===== src/rtl/seg595_pkg.sv =====
// Shared types and constants for the 74HC595 segment driver.
package seg595_pkg;

  localparam int unsigned FRAME_BITS = 8;

  typedef enum logic [1:0] {
    StIdle,
    StShiftLo,
    StShiftHi,
    StLatch
  } state_e;

  // Busy cycles per frame: 16 shift half-periods plus one latch phase.
  function automatic int unsigned frame_cycles(input int unsigned div);
    return 17 * div;
  endfunction

endpackage


===== src/rtl/seg595_tick.sv =====
// DIV-cycle phase divider: done is high in the last cycle of each phase.
module seg595_tick #(
  parameter int unsigned DIV = 4
) (
  input  logic clk,
  input  logic rst_n,
  input  logic clear,
  output logic done
);

  logic [7:0] cnt_q;

  assign done = (cnt_q == 8'(DIV - 1));

  always_ff @(posedge clk) begin
    if (!rst_n || clear || done) begin
      cnt_q <= '0;
    end else begin
      cnt_q <= cnt_q + 8'd1;
    end
  end

endmodule


===== src/rtl/seg595_driver.sv =====
// Serialises one {dp, seg[6:0]} byte MSB first into a 74HC595, then strobes its latch.
module seg595_driver
  import seg595_pkg::*;
#(
  parameter int unsigned DIV    = 4,
  parameter bit          INVERT = 1'b0
) (
  input  logic       clk,
  input  logic       rst_n,
  input  logic [6:0] seg_in,
  input  logic       dp_in,
  input  logic       valid,
  output logic       ready,
  output logic       sclk,
  output logic       sdata,
  output logic       latch,
  output logic       busy
);

  state_e                state_q;
  logic [FRAME_BITS-1:0] shreg_q;
  logic [2:0]            bit_cnt_q;
  logic [FRAME_BITS-1:0] frame;
  logic                  phase_done;

  assign frame = {dp_in, seg_in} ^ (INVERT ? {FRAME_BITS{1'b1}} : {FRAME_BITS{1'b0}});
  assign busy  = ~ready;

  // Divider is held cleared while idle so every frame starts at phase count 0.
  seg595_tick #(
    .DIV(DIV)
  ) u_tick (
    .clk  (clk),
    .rst_n(rst_n),
    .clear(state_q == StIdle),
    .done (phase_done)
  );

  always_ff @(posedge clk) begin
    if (!rst_n) begin
      state_q   <= StIdle;
      shreg_q   <= '0;
      bit_cnt_q <= '0;
      sclk      <= 1'b0;
      sdata     <= 1'b0;
      latch     <= 1'b0;
      ready     <= 1'b1;
    end else begin
      unique case (state_q)
        StIdle: begin
          if (valid) begin
            shreg_q   <= frame;
            bit_cnt_q <= 3'(FRAME_BITS - 1);
            sdata     <= frame[FRAME_BITS-1];
            ready     <= 1'b0;
            state_q   <= StShiftLo;
          end
        end
        StShiftLo: begin
          if (phase_done) begin
            sclk    <= 1'b1;
            state_q <= StShiftHi;
          end
        end
        StShiftHi: begin
          if (phase_done) begin
            sclk <= 1'b0;
            if (bit_cnt_q == 3'd0) begin
              sdata   <= 1'b0;
              latch   <= 1'b1;
              state_q <= StLatch;
            end else begin
              bit_cnt_q <= bit_cnt_q - 3'd1;
              shreg_q   <= {shreg_q[FRAME_BITS-2:0], 1'b0};
              sdata     <= shreg_q[FRAME_BITS-2];
              state_q   <= StShiftLo;
            end
          end
        end
        StLatch: begin
          if (phase_done) begin
            latch   <= 1'b0;
            ready   <= 1'b1;
            state_q <= StIdle;
          end
        end
        default: state_q <= StIdle;
      endcase
    end
  end

endmodule


===== config.mk =====
export PLATFORM = sky130hd
export DESIGN_NAME = seg595_driver
export DESIGN_NICKNAME = d
export VERILOG_FILES = /design/src/rtl/seg595_pkg.sv /design/src/rtl/seg595_tick.sv /design/src/rtl/seg595_driver.sv
export SDC_FILE = /design/constraint.sdc
export NUM_CORES = 1
export LEC_CHECK = 0
export ABC_AREA = 1
export BUFFER_PORTS_ARGS = -buffer_cell sky130_fd_sc_hd__clkbuf_2
export CAP_MARGIN = 0
export CORE_MARGIN = 3
export CORE_UTILIZATION = 55
export CTS_CLUSTER_SIZE = 20
export DETAILED_ROUTE_END_ITERATION = 7
export PLACE_DENSITY = 0.82
export SLEW_MARGIN = 20
export SYNTH_ARGS = -nofsm -noshare
export SYNTH_HDL_FRONTEND = slang
export SYNTH_SLANG_ARGS = --single-unit
export TNS_END_PERCENT = 5

===== constraint.sdc =====
create_clock -name clk -period 1.74 [get_ports clk]
set_input_delay 0.087 -clock clk [delete_from_list [all_inputs] [get_ports clk]]
set_output_delay 0.087 -clock clk [all_outputs]
set_load 0.01 [all_outputs]

==> results.rst <==
.. list-table::
   :header-rows: 1

   * - Metric
     - Value
   * - Min-delay worst type
     - in2reg
   * - Number of cells on the worst reg-to-reg path
     - 8
   * - Clock-pin slew on the worst setup and hold paths
     - approximately 130 ps
   * - Commonest cells after routing, fill and taps aside
     - sky130_fd_sc_hd__nand2_1, sky130_fd_sc_hd__nor2_1, sky130_fd_sc_hd__dfxtp_1
   * - Worst Setup End Kind
     - flip-flop
   * - Reg2reg end
     - shreg_q[5]
   * - Combined global-route utilization of all metal layers
     - about a fifth
   * - Sum of met3 wire segment lengths after detailed routing
     - about 75 um
   * - Maximum fanout count along the critical path
     - 21
   * - Cell area after technology mapping
     - 1230 sq um
   * - Critical path data arrival time
     - between 1500 and 2000 ps
   * - Share of final-layout standard cells stronger than drive strength 1
     - about 14%
   * - Maximum level of the CTS H-tree
     - 1
   * - Cells after Synth
     - 173
   * - Max-slew violation count
     - 0
   * - Maximum clock frequency
     - 0.667 GHz
   * - Placed instance count
     - 211
   * - Clock Path Buffers
     - 2
   * - Reported max-cap violation count
     - 0
   * - Total half-perimeter wirelength after legalization and detailed placement
     - roughly 1600 um
   * - Post-detailed-route wirelength per cell
     - between 10 and 15 um
   * - Area of the core region
     - slightly above 2000 sq um
   * - Router iterations before antenna repair
     - 4
   * - Warnings, synthesis
     - 0
   * - Routed metal-1 wire length
     - 1000 um
   * - First-pass GRT wire length
     - 4100 um
   * - Maximum number of pins on one net before global-route repair
     - 22
   * - Hold path startpoint
     - dp_in
   * - Highest metal used
     - met4
   * - Flop2flop setup slack
     - 240 ps
   * - Die height
     - roughly 53 um
   * - TritonCTS Buffers
     - 3
   * - Worst Hold Depth
     - 5
   * - Number of distinct library cell variants in the gate-level netlist after synthesis
     - 21
   * - Initial standard-cell utilization of the core
     - between 60 and 70%
   * - Setup WS pre-CTS
     - approximately 210 ps
   * - Share of the clock period used by the worst path after layout
     - around 86%
   * - CP required
     - just under 2000 ps
   * - Worst supply voltage drop on vdd
     - ~670 uV
   * - Number of global-route vias before repair
     - about 1.0k
   * - Number of antenna cells inserted
     - 0
   * - Number of ports placed on the die boundary
     - 16
   * - Setup repair after global routing missed its margin
     - false
   * - TritonCTS clock tree
     - yes
   * - Startpoint class of the critical path
     - flip-flop
   * - Mapped Avg Cell Area
     - slightly above 7 sq um
   * - Routed Antenna Nets
     - 0
   * - Initial DRC count
     - 6
   * - Post-route non-filler standard cell count
     - 216
   * - Post-synthesis register bit count
     - 24
   * - Fin Clk Skew
     - around 2.2 ps
   * - Sequential share of the synthesized area
     - between 30% and 40%
   * - Tmin final
     - approximately 1500 ps
   * - FFs w/ async S/R, synth
     - 0%
   * - Setup violation total in the final timing report
     - 0
   * - Transition time of the tightest slew-check pin
     - 324 ps
   * - Number of enable-type register cells in the synthesized netlist
     - 0
   * - Post-route worst setup slack
     - 241 ps
   * - Antenna violations before repair
     - 0
   * - Metal2 WL
     - about 1100 um
   * - Remaining max-slew budget at the tightest pin
     - 78.4%
   * - Latest clock arrival within the worst-skew pair
     - between 300 and 400 ps
   * - Post-route DRC violation count
     - 0
   * - Standby leakage power
     - about 0.64 nW
   * - Total of fill cells in the finished design
     - roughly 200
   * - Most instantiated flip-flop cell in the synthesis netlist
     - sky130_fd_sc_hd__dfxtp_1
   * - Placement Rows
     - 16
   * - Ratio of routed vias to standard cells
     - between 5 and 6
   * - Area of the die
     - roughly 2800 sq um
   * - Port bufs
     - 15
   * - Areal power density over the cells
     - 829 nW/um^2
   * - Number of nets produced by synthesis
     - 187
   * - Worst r2r src
     - state_q[1]
   * - Clock tree sinks
     - 24
   * - Post CTS Setup Buffer Count
     - 0
   * - Root Buffer
     - sky130_fd_sc_hd__clkbuf_4
   * - Detailed-route via count
     - 1,090
   * - Commonest non-fill, non-tap cell in the layout
     - sky130_fd_sc_hd__nand2_1
   * - Net count of the finished layout
     - 204
   * - Placer congestion estimate
     - just over 0.8
   * - Routed Wire Length
     - approximately 2200 um
   * - Critical path start-end classification
     - reg2reg
   * - Destination of the worst hold path
     - sdata
   * - Final hold viol count
     - 0
   * - Layout overhead on the synthesized area
     - 9.29%
   * - Outcome
     - complete, no violations
   * - Total overflow reported by the global router
     - 0
   * - Die width
     - 53.2 um
   * - Total negative slack for setup checks
     - 0 ps
-- repair_timing --
item                       4_1_cts  5_1_grt
hold buffers                     1        0
setup endpoints to repair        0        1
hold endpoints to repair         1        0
resized for setup                0        1
-- layer usage --
metal	vias to the layer above	global-route usage [%]
met5	-	0
met3	5	3.38
li1	578	-
met4	0	10.6
met1	487	23.6
met2	20	33.1
-- sequential cells by signal, indices dropped and copies added, names as in the netlist --
signal,count
sclk,1
ready,1
shreg_q,7
u_tick.cnt_q,8
state_q,2
sdata,1
latch,1
bit_cnt_q,3
-- synth_stat cells (2+ instances only) --
cell type                  count  area [sq um]
sky130_fd_sc_hd__nand2_1      51           191
sky130_fd_sc_hd__nor2_1       26          97.6
sky130_fd_sc_hd__or2_2         2          12.5
sky130_fd_sc_hd__ha_1          3          37.5
sky130_fd_sc_hd__xor2_1        5          43.8
sky130_fd_sc_hd__a21oi_1      14          70.1
sky130_fd_sc_hd__buf_4         2          15.0
sky130_fd_sc_hd__nand3_1       9          45.0
sky130_fd_sc_hd__o21ai_0       3          15.0
sky130_fd_sc_hd__buf_6         2          22.5
sky130_fd_sc_hd__dfxtp_1      24           480
sky130_fd_sc_hd__inv_1        17          63.8
sky130_fd_sc_hd__nand3b_1      7          52.6
-- critical path: stages (launching register included) --
cell                       delay, ps
sky130_fd_sc_hd__dfxtp_1         480
sky130_fd_sc_hd__nand2_4         140
sky130_fd_sc_hd__inv_4           140
sky130_fd_sc_hd__nand3_1         110
sky130_fd_sc_hd__nand2_1          70
sky130_fd_sc_hd__buf_4           230
sky130_fd_sc_hd__nand3b_1        120
sky130_fd_sc_hd__nand2_1          80
sky130_fd_sc_hd__nor2_1           40
-- layout make-up --
cell class / instances / area [sq um] / share of cell area [%]
well taps: 27 / 33.8 / 2.52
repair buffers: 17 / 92.6 / 6.91
flip-flops and latches: 24 / 480 / 35.9
multi-input cells: 126 / 627 / 46.8
inverters: 18 / 70.1 / 5.23
clock buffers: 4 / 36.3 / 2.71
-- power by group --
part	total [mW]	internal (mW)	switching, mW
registers	0.612	0.587	0.0244
logic	0.205	0.0821	0.123
clock network	0.294	0.128	0.166
total	1.11	0.798	0.314
-- worst max-delay path by stage --
| stage | start | to | slack [ps] | cells after the start |
|---|---|---|---|---|
| after floorplan | u_tick.cnt_q[0] | shreg_q[1] | 450 | 9 |
| after global placement | state_q[0] | shreg_q[2] | 280 | 9 |
| after detailed placement | state_q[1] | shreg_q[5] | 210 | 8 |
| after CTS | state_q[1] | shreg_q[5] | 170 | 8 |
| after global routing | u_tick.cnt_q[0] | shreg_q[5] | 20 | 9 |
| final | state_q[1] | shreg_q[5] | 240 | 8 |
-- through the flow --
step	power, mW	utilization, %	instance area [sq um]	hold WS, ps
5_1_grt	1.19	65.6	1340	97.5
4_1_cts	1.12	65.5	1340	83.5
6_report	1.11	65.6	1340	89.0
3_3_place_gp	0.816	63.2	1290	334
3_5_place_dp	0.825	63.2	1290	345
2_1_floorplan	0.784	-	1230	208
-- kinds of logic after synthesis --
| logic type | count (synthesis) | share of synthesized area (%) |
|---|---|---|
| DFF | 24 | 39.2 |
| and+or+nand+nor | 99 | 36.1 |
| AOI/OAI and AO/OA | 18 | 7.65 |
| buffers and inverters | 23 | 9.69 |
| xor gates and xnor gates | 6 | 4.29 |
| adders and majority gates | 3 | 3.06 |
(Power assumes the default switching activity.)
